### src/rtl/game_pkg.sv
// -----------------------------------------------------------------------------
// game_pkg
// Shared definitions for the rhythm-game flow controller: the flow state
// encoding seen on the 'state' output and the "no song" identifier.
// -----------------------------------------------------------------------------
package game_pkg;

    typedef enum logic [2:0] {
        ST_START     = 3'd0,
        ST_MENU      = 3'd1,
        ST_COUNTDOWN = 3'd2,
        ST_PLAY      = 3'd3,
        ST_PAUSE     = 3'd4,
        ST_FINISH    = 3'd5
    } state_t;

    localparam int SONG_NONE = 0;

endpackage

### src/rtl/btn_conditioner.sv
// -----------------------------------------------------------------------------
// btn_conditioner
// Conditions one raw, asynchronous, active-high button: 2-FF synchroniser,
// then a stability counter. The debounced level flips only after DEBOUNCE_CYC
// consecutive equal synchronised samples; a one-cycle press pulse follows a
// debounced 0->1 transition. Raw edge to press pulse: 2 + DEBOUNCE_CYC + 1.
//
// Ports
//   clk    in   system clock
//   rst    in   synchronous, active-high reset
//   raw    in   raw button input (asynchronous)
//   level  out  debounced button level
//   press  out  one-cycle pulse on a debounced rising edge
// -----------------------------------------------------------------------------
module btn_conditioner #(
    parameter int DEBOUNCE_CYC = 16
) (
    input  logic clk,
    input  logic rst,
    input  logic raw,
    output logic level,
    output logic press
);

    localparam int CW = $clog2(DEBOUNCE_CYC + 1);

    logic          sync1;
    logic          sync2;
    logic          level_d;
    logic [CW-1:0] stable_cnt;

    // NOTE: state registers use non-blocking assignments so every flop samples
    // the pre-edge value of the others (the synchroniser chain depends on it).
    always_ff @(posedge clk) begin
        if (rst) begin
            sync1      <= 1'b0;
            sync2      <= 1'b0;
            level      <= 1'b0;
            level_d    <= 1'b0;
            stable_cnt <= '0;
            press      <= 1'b0;
        end else begin
            sync1   <= raw;
            sync2   <= sync1;
            level_d <= level;
            press   <= level & ~level_d;
            // Any sample agreeing with the current level restarts the count,
            // so a bouncing input never accumulates enough samples to flip.
            if (sync2 == level) begin
                stable_cnt <= '0;
            end else if (stable_cnt == CW'(DEBOUNCE_CYC - 1)) begin
                level      <= sync2;
                stable_cnt <= '0;
            end else begin
                stable_cnt <= stable_cnt + 1'b1;
            end
        end
    end

endmodule

### src/rtl/game_flow_ctrl.sv
// -----------------------------------------------------------------------------
// game_flow_ctrl
// Game-flow controller for the LED-matrix rhythm game. Conditions all buttons,
// runs the START/MENU/COUNTDOWN/PLAY/PAUSE/FINISH flow, selects a song and
// keeps a best-score table indexed by song ID (1..NUM_SONGS).
//
// Ports
//   clk, rst     clock and synchronous active-high reset
//   btn_lane     raw lane buttons (lane 0 = menu prev, lane 1 = menu next)
//   btn_confirm  raw confirm button
//   btn_back     raw back / pause button
//   song_finish  level from the note loader: song has ended
//   score        running score from the scorer
//   state        flow state (game_pkg::state_t encoding)
//   song_sel     menu cursor
//   song_id      song in progress, 0 when none
//   song_start   pulse on COUNTDOWN->PLAY
//   song_abort   pulse on PAUSE->MENU
//   play_en      high only in PLAY
//   lane_press   debounced lane press pulses, forwarded only in PLAY
//   count_val    remaining count-in steps, 0 outside COUNTDOWN
//   best_score   best score of the song under the menu cursor
//   new_best     pulse when the table receives a new best
// -----------------------------------------------------------------------------
module game_flow_ctrl
    import game_pkg::*;
#(
    parameter int NUM_LANES    = 2,
    parameter int NUM_SONGS    = 3,
    parameter int SCORE_W      = 16,
    parameter int DEBOUNCE_CYC = 16,
    parameter int COUNT_CYC    = 1024,
    parameter int COUNT_STEPS  = 3,
    localparam int SEL_W       = $clog2(NUM_SONGS + 1),
    localparam int CNT_W       = $clog2(COUNT_STEPS + 1)
) (
    input  logic                 clk,
    input  logic                 rst,
    input  logic [NUM_LANES-1:0] btn_lane,
    input  logic                 btn_confirm,
    input  logic                 btn_back,
    input  logic                 song_finish,
    input  logic [SCORE_W-1:0]   score,
    output logic [2:0]           state,
    output logic [SEL_W-1:0]     song_sel,
    output logic [SEL_W-1:0]     song_id,
    output logic                 song_start,
    output logic                 song_abort,
    output logic                 play_en,
    output logic [NUM_LANES-1:0] lane_press,
    output logic [CNT_W-1:0]     count_val,
    output logic [SCORE_W-1:0]   best_score,
    output logic                 new_best
);

    localparam int NB    = NUM_LANES + 2;
    localparam int TMR_W = $clog2(COUNT_CYC + 1);

    // ---------------- button conditioning ----------------
    logic [NB-1:0] raw_btn;
    logic [NB-1:0] btn_press;
    logic [NB-1:0] unused_level;   // debounced levels are not consumed here

    assign raw_btn = {btn_back, btn_confirm, btn_lane};

    for (genvar g = 0; g < NB; g++) begin : g_cond
        btn_conditioner #(.DEBOUNCE_CYC(DEBOUNCE_CYC)) u_cond (
            .clk   (clk),
            .rst   (rst),
            .raw   (raw_btn[g]),
            .level (unused_level[g]),
            .press (btn_press[g])
        );
    end

    logic [NUM_LANES-1:0] lane_pr;
    logic                 confirm_pr;
    logic                 back_pr;
    logic                 prev_pr;
    logic                 next_pr;

    assign lane_pr    = btn_press[NUM_LANES-1:0];
    assign confirm_pr = btn_press[NUM_LANES];
    assign back_pr    = btn_press[NUM_LANES+1];
    assign prev_pr    = lane_pr[0];
    assign next_pr    = lane_pr[1];

    // ---------------- flow state and registers ----------------
    state_t              cur_st, nxt_st;
    logic [SEL_W-1:0]    sel_nxt, id_nxt;
    logic [CNT_W-1:0]    cv_nxt;
    logic [TMR_W-1:0]    step_tmr, tmr_nxt;
    logic                start_nxt, abort_nxt, best_we;
    logic                fin_first;    // first cycle spent in FINISH
    logic [SCORE_W-1:0]  best_tbl [1:NUM_SONGS];

    // NOTE: every output of this block is given a default first, so no path
    // leaves a signal unassigned and no latch is inferred.
    always_comb begin
        nxt_st    = cur_st;
        sel_nxt   = song_sel;
        id_nxt    = song_id;
        cv_nxt    = count_val;
        tmr_nxt   = step_tmr;
        start_nxt = 1'b0;
        abort_nxt = 1'b0;
        best_we   = 1'b0;

        case (cur_st)
            ST_START: begin
                if (|lane_pr) nxt_st = ST_MENU;
            end
            ST_MENU: begin
                if (prev_pr && !next_pr) begin
                    sel_nxt = (song_sel == SEL_W'(1)) ? SEL_W'(NUM_SONGS) : song_sel - 1'b1;
                end else if (next_pr && !prev_pr) begin
                    sel_nxt = (song_sel == SEL_W'(NUM_SONGS)) ? SEL_W'(1) : song_sel + 1'b1;
                end
                if (confirm_pr) begin
                    nxt_st  = ST_COUNTDOWN;
                    id_nxt  = song_sel;
                    cv_nxt  = CNT_W'(COUNT_STEPS);
                    tmr_nxt = '0;
                end
            end
            ST_COUNTDOWN: begin
                if (back_pr) begin
                    nxt_st = ST_MENU;
                    id_nxt = SEL_W'(SONG_NONE);
                    cv_nxt = '0;
                end else if (step_tmr == TMR_W'(COUNT_CYC - 1)) begin
                    tmr_nxt = '0;
                    cv_nxt  = count_val - 1'b1;
                    if (count_val == CNT_W'(1)) begin
                        nxt_st    = ST_PLAY;
                        start_nxt = 1'b1;
                    end
                end else begin
                    tmr_nxt = step_tmr + 1'b1;
                end
            end
            ST_PLAY: begin
                // The song ending takes priority over a simultaneous pause.
                if (song_finish)  nxt_st = ST_FINISH;
                else if (back_pr) nxt_st = ST_PAUSE;
            end
            ST_PAUSE: begin
                if (back_pr) begin
                    nxt_st    = ST_MENU;
                    id_nxt    = SEL_W'(SONG_NONE);
                    abort_nxt = 1'b1;
                end else if (confirm_pr) begin
                    nxt_st = ST_PLAY;
                end
            end
            ST_FINISH: begin
                best_we = fin_first && (score > best_tbl[song_id]);
                if (confirm_pr) begin
                    nxt_st = ST_MENU;
                    id_nxt = SEL_W'(SONG_NONE);
                end
            end
            default: nxt_st = ST_START;
        endcase
    end

    // NOTE: the score table is reset explicitly because a reset must clear
    // all best scores; it is a handful of flops, not a RAM macro.
    always_ff @(posedge clk) begin
        if (rst) begin
            cur_st     <= ST_START;
            song_sel   <= SEL_W'(1);
            song_id    <= SEL_W'(SONG_NONE);
            count_val  <= '0;
            step_tmr   <= '0;
            song_start <= 1'b0;
            song_abort <= 1'b0;
            new_best   <= 1'b0;
            fin_first  <= 1'b0;
            for (int i = 1; i <= NUM_SONGS; i++) best_tbl[i] <= '0;
        end else begin
            cur_st     <= nxt_st;
            song_sel   <= sel_nxt;
            song_id    <= id_nxt;
            count_val  <= cv_nxt;
            step_tmr   <= tmr_nxt;
            song_start <= start_nxt;
            song_abort <= abort_nxt;
            new_best   <= best_we;
            fin_first  <= (cur_st != ST_FINISH) && (nxt_st == ST_FINISH);
            if (best_we) best_tbl[song_id] <= score;
        end
    end

    assign state      = cur_st;
    assign play_en    = (cur_st == ST_PLAY);
    assign lane_press = lane_pr & {NUM_LANES{cur_st == ST_PLAY}};
    assign best_score = best_tbl[song_sel];

endmodule

### config.mk
export PLATFORM = sky130hd
export DESIGN_NAME = game_flow_ctrl
export DESIGN_NICKNAME = d
export VERILOG_FILES = /design/src/rtl/game_pkg.sv /design/src/rtl/btn_conditioner.sv /design/src/rtl/game_flow_ctrl.sv
export SDC_FILE = /design/constraint.sdc
export NUM_CORES = 1
export LEC_CHECK = 0
export CAP_MARGIN = 20
export CORE_UTILIZATION = 28
export DETAILED_ROUTE_END_ITERATION = 10
export HOLD_SLACK_MARGIN = 0.06
export SLEW_MARGIN = 20
export SYNTH_ARGS = -nofsm -noshare
export SYNTH_HDL_FRONTEND = slang
export SYNTH_SLANG_ARGS = --single-unit
### constraint.sdc
create_clock -name clk -period 5.01 [get_ports clk]
set_input_delay 1.2525 -clock clk [delete_from_list [all_inputs] [get_ports clk]]
set_output_delay 1.2525 -clock clk [all_outputs]
set_load 0.05 [all_outputs]
==> metrics.txt <==
CP startpoint kind=register; n_diodes=0; Ports=54; total congestion overflow=0; Setup-failing EPs final=0; Clk pin slew, worst setup/hold paths=0.05 ns; clock skew=0.00712 ns; area leader, netlist=edfxtp_1; r2r worst-path depth=8; Worst Path Max Fanout=16; Die X=~150 um; pin count of the biggest net entering global routing=37; Post-CTS Setup Bufs=0; full die area=0.0231 mm2; pwr dens=between 300 and 400 mW/mm2; Post-Syn Nets=~560; R2R setup slack=1.38 ns; violated checks=design-rule violations; DR pass1 iterations=9; fmax=0.261 GHz; mean post-synth cell area=around 13 um2; share of layout cells above drive strength 1=about a fifth; CTS tree=built; die height=between 150 and 200 um; Fin Setup TNS=0 ns; # hold bufs at CTS=0; RSZ-0062 raised after global routing=false; global-route usage over all layers=between 10 and 15%; static leakage=roughly 2.8 nW; post-synth top area share=about 30%; sequential area share after synthesis=around 52%; FFs w/ async S/R, synth=0%; # rows=54; vias per std cell=between 4 and 5; RePlAce Congestion=between 0.7 and 0.8; Slew headroom=roughly 36%; Least-Margin Pin Slew=around 0.95 ns; first-pass GRT wire length=roughly 22 mm; Post-synth EDFFs=64; synth top area cells=edfxtp_1, dfxtp_1, mux4_2; Worst Setup EP=best_score[6]; worst path required time=approximately 3.8 ns; Crit Path Class=reg2out; CTS root buf=clkbuf_16; Final #Nets=618; Final Power=2.46 mW; Syn-to-layout area delta=23.0%; Initial Util=around 29%; H-tree levels=4; total vias in the final route=slightly above 4000; minimum clock period=approximately 3.8 ns; CTS buffer count=17; Synth top cells by count=dfxtp_1, edfxtp_1, nor2_1; post-cts resize count=0; initial antenna violation count=0; outcome=finished with violations; fill count=around 2100; vias in the first global route=roughly 4300; Max-Cap Viols=0; Synth Flop Type=dfxtp_1; WP data arrival=about 2.6 ns; Critical Path End Type=output port; Max Root-Sink Buffers=2; Max Slew Vio Count=0; top-count cell post-synth=dfxtp_1; IO buf count=between 50 and 60; detailed placement HPWL=between 9 and 10 mm; final hold violations=0; DRC errors left=14; final period utilization=between 70% and 80%; Yosys reg bits=between 100 and 150; Worst VDD drop=roughly 0.19 mV; Hold Crit Class=reg2reg; CORE AREA=0.0220 mm2; mapped cell area=approximately 0.0063 mm2; ANT nets after route=0; cells after synthesis=just over 500; drt wl/cell=~16 um; DR iter-0 viols=around 200; Sink Count=about 130; FF-to-FF End=best_tbl[3][5]; Warnings, synthesis=0; Routed WL=13.4 mm; post-synth cell types=between 50 and 60; clock latency on the worst-skew pair=slightly above 0.4 ns
[layer usage]
metal  GRT usage [%]  wire length (um)  vias up
met1            14.4              5750     2001
li1                -                 -     1930
met2            20.9              6680       95
met3            3.57               691       32
met4            5.15               303        0
met5               0                 0        -
[report_power, final]
| part | internal, mW | switching, mW |
|---|---|---|
| registers | 1.15 | 0.00796 |
| clock network | 0.761 | 0.446 |
| logic | 0.0420 | 0.0587 |
[layout make-up]
class | count | area [um2] | area share (%)
clock buffers | 26 | 556 | 7.17
clock inverters | 5 | 35.0 | 0.452
inverters | 32 | 120 | 1.55
multi-input cells | 318 | 2800 | 36.1
flip-flops and latches | 132 | 3280 | 42.4
well taps | 280 | 350 | 4.52
repair buffers | 63 | 606 | 7.82
[worst max-delay path: stages, from the launching register on]
cell             delay (ns)
dfxtp_1                0.94
mux4_2                 0.40
clkdlybuf4s50_1        0.82
[worst min-delay path by stage]
stage	start	endpoint	cells past startpoint	slack (ns)
after global routing	g_cond[3].u_cond.level_d	g_cond[3].u_cond.press	1	0.40
final	g_cond[3].u_cond.level_d	g_cond[3].u_cond.press	1	0.38
after floorplan	g_cond[0].u_cond.level_d	g_cond[0].u_cond.press	1	0.37
after CTS	g_cond[3].u_cond.level_d	g_cond[3].u_cond.press	1	0.38
after detailed placement	g_cond[3].u_cond.level_d	g_cond[3].u_cond.press	1	0.37
after global placement	g_cond[3].u_cond.level_d	g_cond[3].u_cond.press	1	0.38
[registers in the layout, summed over array words and instances (netlist names), 2 cells and up, named ones only]
name                      flops
g_cond.u_cond.level           4
step_tmr                     11
song_id                       2
g_cond.u_cond.sync1           4
state                         3
count_val                     2
best_tbl                     64
song_sel                      2
g_cond.u_cond.level_d         4
g_cond.u_cond.sync2           4
g_cond.u_cond.stable_cnt     20
g_cond.u_cond.press           4
[placed cells by master, fill, tap and decap left out, drive strengths merged, types with 2 or more instances in the layout]
master and count:
o22ai 3, ha 31, buf 10, clkinvlp 2
xor2 10, mux2i 9, edfxtp 64, nand3b 4
o21ai 8, nand2 9, or2 4, xnor2 9
nor2b 20, clkinv 2, clkdlybuf4s50 53, and2 50
a31o 2, a21oi 14, a311oi 3, dfxtp 68
or3 7, inv 33, nor2 45, mux4 32
nor3 5, a211oi 2, nand2b 8, and3 8
a21o 2, clkbuf 26, nand3 8, nand4 8
[stage by stage]
stage	setup WS, ns	util, %	cells	hold WS (ns)	instance area (um2)
after floorplan	0.260	-	503	0.367	6300
after global placement	0.899	32.6	825	0.376	7160
after detailed placement	0.800	32.6	825	0.373	7160
after CTS	1.15	35.3	856	0.381	7750
after global routing	1.10	35.3	856	0.397	7750
final	1.18	35.3	856	0.380	7750
[cell families (layout without fill, tap and decap cells)]
| group | Yosys count | in the layout | synth area share [%] |
|---|---|---|---|
| and+or+nand+nor | 185 | 185 | 16.9 |
| xor gates and xnor gates | 19 | 19 | 2.64 |
| DFF | 132 | 132 | 52.1 |
| muxes | 41 | 41 | 12.9 |
| buffers and inverters | 53 | 126 | 3.59 |
| adders and majority gates | 31 | 31 | 6.15 |
| AOI/OAI and AO/OA | 42 | 42 | 5.74 |
Note: power is estimated with default switching activity, not from simulation.
==> RTL edit 1, RTL diff (config.mk and constraints unchanged) <==
Put one more register stage on the output `count_val`. The value now appears one clock later. The other outputs are not delayed to match.
--- a/src/rtl/game_flow_ctrl.sv
+++ b/src/rtl/game_flow_ctrl.sv
@@ -56,6 +56,8 @@
     localparam int NB    = NUM_LANES + 2;
     localparam int TMR_W = $clog2(COUNT_CYC + 1);
 
+    logic [CNT_W-1:0] count_val_s0;
+
     // ---------------- button conditioning ----------------
     logic [NB-1:0] raw_btn;
     logic [NB-1:0] btn_press;
@@ -100,7 +102,7 @@
         nxt_st    = cur_st;
         sel_nxt   = song_sel;
         id_nxt    = song_id;
-        cv_nxt    = count_val;
+        cv_nxt    = count_val_s0;
         tmr_nxt   = step_tmr;
         start_nxt = 1'b0;
         abort_nxt = 1'b0;
@@ -130,8 +132,8 @@
                     cv_nxt = '0;
                 end else if (step_tmr == TMR_W'(COUNT_CYC - 1)) begin
                     tmr_nxt = '0;
-                    cv_nxt  = count_val - 1'b1;
-                    if (count_val == CNT_W'(1)) begin
+                    cv_nxt  = count_val_s0 - 1'b1;
+                    if (count_val_s0 == CNT_W'(1)) begin
                         nxt_st    = ST_PLAY;
                         start_nxt = 1'b1;
                     end
@@ -171,7 +173,7 @@
             cur_st     <= ST_START;
             song_sel   <= SEL_W'(1);
             song_id    <= SEL_W'(SONG_NONE);
-            count_val  <= '0;
+            count_val_s0 <= '0;
             step_tmr   <= '0;
             song_start <= 1'b0;
             song_abort <= 1'b0;
@@ -182,7 +184,7 @@
             cur_st     <= nxt_st;
             song_sel   <= sel_nxt;
             song_id    <= id_nxt;
-            count_val  <= cv_nxt;
+            count_val_s0 <= cv_nxt;
             step_tmr   <= tmr_nxt;
             song_start <= start_nxt;
             song_abort <= abort_nxt;
@@ -197,5 +199,9 @@
     assign lane_press = lane_pr & {NUM_LANES{cur_st == ST_PLAY}};
     assign best_score = best_tbl[song_sel];
 
+    always_ff @(posedge clk) begin
+        count_val <= count_val_s0;
+    end
+
 endmodule
 
Behaviour: no difference found for any inputs over 10 cycles, from zero or initial values and one cycle with rst high; that may be too few to reach the edited logic, so the function may still have changed.
==> RTL edit 1 against the original RTL <==
  * Final area rose by 4.0%
  * Critical path depth is 6 higher
  * Non-clock buffer count grew 1
  * Utilization is 0.11 points lower
  * Combinational power grew 19%
  * Sequential cell count rose by 2
  * Worst hold slack gained 0.0021 ns
  * Register-to-register slack got worse by 0.14 ns
  * Synthesized area rose by 5.2%
  * Die area increased by 5.2%
  * Synthesized cell count grew 0.80%
  * Setup slack got worse by 0.00091 ns
  * Routed wire length is 7.4% higher
  * Total power grew 2.6%
  * Critical path type is now input pin to register
  * Critical endpoint is now best_tbl[2][5]$_SDFFCE_PN0P_
  * Largest cell class unchanged
  * Largest power group unchanged
  * Highest routed layer unchanged
==> RTL edit 1: results (changes against the original RTL) <==
outcome=completed; syn avg cell area=13.1 um2 (+4.4%); H-tree depth=4 (unchanged); clock root buffer=clkbuf_16; hold worst-path end=count_val[1]$_DFF_P_; reg2reg path depth=9 (+1); vias in the first global route=4327 (+0.046%); Post-synth EDFFs=64 (unchanged); most common library cells after synthesis=70 x dfxtp_1, 64 x edfxtp_1, 45 x nor3b_2, 42 x nor2_1, 32 x mux4_2; 1st-pass router iterations=4 (-5); Least-Margin Pin Slew=0.941 ns (-0.0121 ns); largest net degree at the start of global routing=34 (-8.1%); M1 wire length=6230 um (+8.4%); post-synthesis sequential area ratio=50.1% (-2.0 points); Final nets=620 (+0.32%); Worst-path clk slew=roughly 0.060 ns; reg2reg end=best_tbl[1][9]$_SDFFCE_PN0P_; Arr. time, crit path=3.94 ns (+1.36 ns); share of layout cells above drive strength 1=22.8% (+3.9 points); CP Max Fanout=12 (-4); Routed Antenna Nets=0 (unchanged); clock skew=0.0112 ns (+0.00408 ns); Static Leakage=0.00283 uW (+0.71%); CTS buffer count=17 (unchanged); net count after synthesis=561 (+0.72%); peak supply drop=0.157 mV (-19%); # diodes=0 (unchanged); Hold Path Depth=0 (-1); switching power=592 uW (+16%); ranking of synthesized cells by area=edfxtp_1 29%, dfxtp_1 21%, mux4_2 11%, nor3b_2 8.5%, ha_1 5.8%; DR WL/cell=16.2 um (+3.1%); gpl congestion=0.814 (+2.0%); WL met3=603 um (-13%); hpwl dp=10000 um (+8.7%); share of synthesized registers carrying an async set or reset=0% (unchanged); synth unique cells=52 (-1.9%); HP Start=count_val_s0[1]$_SDFFE_PP0P_; Finished Layout Cells=892 (+4.2%); Overall Global Routing Usage=12.7% (+0.43 points); fillers=2217 (+4.5%); WL met2=7300 um (+9.4%); CP Launch Point=score[14]; clock latency on the worst-skew pair=0.43 ns (+0.02 ns); reg2reg setup slack=1.24 ns (-0.14 ns); via count=4179 (+3.0%); first-pass GRT wire length=23200 um (+5.6%); number of cells after detailed placement=860 (+4.2%); nature of the critical path startpoint=input pin; Initial DRC Count=192 (-5.0%)
-- RTL edit 1: routing by layer --
layer	up-vias	GRT usage, %
met1	2067	15.4
met2	96	21.4
met4	0	5.04
met3	29	3.17
met5	-	0
li1	1987	-
-- RTL edit 1: cell families (layout without fill, tap and decap cells) --
kind of cell	Yosys count	after routing	share of synthesized area [%]
mux	40	40	12.1
xor+xnor	19	19	2.51
flops	134	134	50.1
fa+ha+maj	31	31	5.85
simple gates	181	181	20.3
buf+inv	55	127	4.26
compound gates	47	47	4.89
-- RTL edit 1: worst max-delay path by stage --
stage | cells past startpoint | to | slack [ns]
6_report | 8 | best_tbl[2][5]$_SDFFCE_PN0P_ | 1.18
5_1_grt | 9 | best_tbl[1][9]$_SDFFCE_PN0P_ | 1.06
4_1_cts | 2 | best_score[15] | 1.17
3_5_place_dp | 8 | best_tbl[1][9]$_SDFFCE_PN0P_ | 0.74
3_3_place_gp | 8 | best_tbl[3][9]$_SDFFCE_PN0P_ | 0.83
2_1_floorplan | 6 | best_tbl[0][0]$_DFFE_PP_ | 0.43
-- RTL edit 1: through the flow --
stage / area, um2 / setup slack (ns) / power, uW / util [%] / hold slack [ns]
after floorplan: 6630 / 0.435 / 1270 / - / 0.351
after global placement: 7480 / 0.831 / 1310 / 32.6 / 0.375
after detailed placement: 7480 / 0.743 / 1310 / 32.6 / 0.371
after CTS: 8060 / 1.17 / 2550 / 35.2 / 0.385
after global routing: 8060 / 1.06 / 2610 / 35.2 / 0.400
final: 8060 / 1.18 / 2530 / 35.2 / 0.383
-- RTL edit 1: layout make-up --
cell class                 instances  area share (%)
multi-input combinational        318            37.6
inverter                          31            1.44
clock inverter                    14            1.66
tap                              313            4.86
clock buffer                      18            5.59
sequential                       134            41.2
timing repair buffer              64            7.61
-- RTL edit 1: power groups by stage --
stage / combinational, uW / sequential [uW] / clock [uW]
global placement: 118 / 1190 / 0
floorplan: 74.3 / 1190 / 0
detailed placement: 120 / 1190 / 0
CTS: 120 / 1170 / 1260
finish: 120 / 1170 / 1240
global route: 127 / 1170 / 1310
-- RTL edit 1: worst max-delay path, cell delays in order --
cell and delay, ns:
clkdlybuf4s50_1 0.52, ha_1 0.36, nand4_2 0.14, or4_4 0.59, a21oi_2 0.18, a2111oi_4 0.12
o21ai_1 0.43, buf_4 0.34
==> RTL edit 2, RTL diff (config.mk and constraints unchanged) <==
Made on the original files. `COUNT_CYC`: 1024 -> 2048.
--- a/src/rtl/game_flow_ctrl.sv
+++ b/src/rtl/game_flow_ctrl.sv
@@ -29,7 +29,7 @@
     parameter int NUM_SONGS    = 3,
     parameter int SCORE_W      = 16,
     parameter int DEBOUNCE_CYC = 16,
-    parameter int COUNT_CYC    = 1024,
+    parameter int COUNT_CYC    = 2048,
     parameter int COUNT_STEPS  = 3,
     localparam int SEL_W       = $clog2(NUM_SONGS + 1),
     localparam int CNT_W       = $clog2(COUNT_STEPS + 1)
Check against the original RTL: same outputs for any inputs over 10 cycles, from zero or initial values and one cycle with rst high; that may be too few to reach the edited logic, so the function may still have changed.
==> RTL edit 2 against the original RTL <==
  * First-iteration DRC count down 0.50%
  * Worst hold slack better by 0.0027 ns
  * Synthesized area down 1.0%
  * Setup slack better by 0.041 ns
  * Routed wire length up 0.98%
  * Sequential cell count up 1
  * Count of clock-buffer cells in the layout down 7
  * Critical path depth unchanged
  * Final area down 1.3%
  * Total power down 2.0%
  * Critical path type unchanged
  * Largest cell class unchanged
==> RTL edit 2: results (changes against the original RTL) <==
outcome=completed; clock skew=0.00793 ns (+0.000810 ns); Worst-path clk slew=0.06 ns; most common library cells after synthesis=69 x dfxtp_1, 64 x edfxtp_1, 50 x nor2_1, 49 x and2_1, 32 x mux4_2; first-pass GRT wire length=22100 um (+0.69%); share of synthesized registers carrying an async set or reset=0% (unchanged); ranking of synthesized cells by area=edfxtp_1 31%, dfxtp_1 22%, mux4_2 12%, ha_1 6.2%, and2_1 4.9%; DR WL/cell=15.7 um (+0.28%); delay-heaviest family, CP=flip-flops; Initial DRC Count=201 (-0.50%); routed vias/inst=4.73 (-0.26%); Final nets=623 (+0.81%); initial antenna violation count=0 (unchanged); Least-Margin Pin Slew=0.914 ns (-0.0399 ns); share of layout cells above drive strength 1=13.7% (-5.2 points); peak supply drop=0.179 mV (-8.1%); hpwl dp=9200 um (-0.34%); CP max stage delay=0.92 ns (-0.02 ns); Pint=1860 uW (-4.4%); Arr. time, crit path=2.54 ns (-0.04 ns); net count after synthesis=564 (+1.3%); Static Leakage=0.00275 uW (-2.4%); fillers=2129 (+0.38%); 1st-pass router iterations=5 (-4); HP Class=register to register; Overall Global Routing Usage=12.8% (+0.51 points); biggest regs=best_tbl x64, g_cond.u_cond.stable_cnt x20, step_tmr x12; HP Start=g_cond[1].u_cond.level_d$_SDFF_PP0_; gpl congestion=0.762 (-4.4%); placed inst area=7090 um2 (-0.89%)
[RTL edit 2: cell types whose count changed after synthesis, moves of 4 or more]
cell	unedited run	this run
and2_2	18	0
nor2_1	45	50
and3_1	7	11
and2_1	32	49
[RTL edit 2: path summary, 6_finish.rpt]
kind	end	depth (start not counted)
setup / recovery	best_score[0]	2
hold / removal	g_cond[1].u_cond.press$_SDFF_PP0_	1
setup reg to reg	best_tbl[1][2]$_SDFFCE_PN0P_	8
hold reg to reg	g_cond[1].u_cond.press$_SDFF_PP0_	1
[RTL edit 2: kinds of logic after synthesis]
logic type      count (synthesis)  synth area share (%)
compound gates                 40                  4.15
simple gates                  194                  17.5
buf+inv                        49                  3.09
fa+ha+maj                      31                  6.22
flops                         133                  52.9
xor+xnor                       22                  3.09
mux                            41                  13.0
[RTL edit 2: layout make-up]
| class | instances | area (um2) | share of cell area [%] |
|---|---|---|---|
| clock inverters | 13 | 95.1 | 1.24 |
| inverters | 29 | 109 | 1.42 |
| well taps | 280 | 350 | 4.58 |
| repair buffers | 60 | 583 | 7.63 |
| multi-input cells | 328 | 2750 | 36.0 |
| clock buffers | 19 | 455 | 5.96 |
| flip-flops and latches | 133 | 3300 | 43.2 |
[RTL edit 2: power groups by stage]
stage                     combinational [uW]  clock (uW)  sequential (uW)
final                                   98.0        1150             1160
after global routing                     106        1230             1160
after CTS                               98.9        1180             1160
after detailed placement                98.4           0             1190
after global placement                  95.8           0             1180
after floorplan                         51.8           0             1180
[RTL edit 2: layer usage]
| metal | vias to the layer above | part of all wire, % | GRT usage (%) |
|---|---|---|---|
| met1 | 1993 | 44 | 16.0 |
| met4 | 0 | 1.0 | 3.70 |
| li1 | 1951 | - | - |
| met2 | 117 | 49 | 21.3 |
| met5 | - | 0 | 0 |
| met3 | 15 | 5.9 | 3.52 |
[RTL edit 2: per-stage QoR]
step / worst slack [ns] / cells / hold slack, ns
finish: 1.22 / 862 / 0.383
global route: 1.09 / 862 / 0.398
CTS: 1.17 / 862 / 0.384
detailed placement: 0.994 / 830 / 0.374
global placement: 1.10 / 830 / 0.382
floorplan: 0.427 / 510 / 0.367
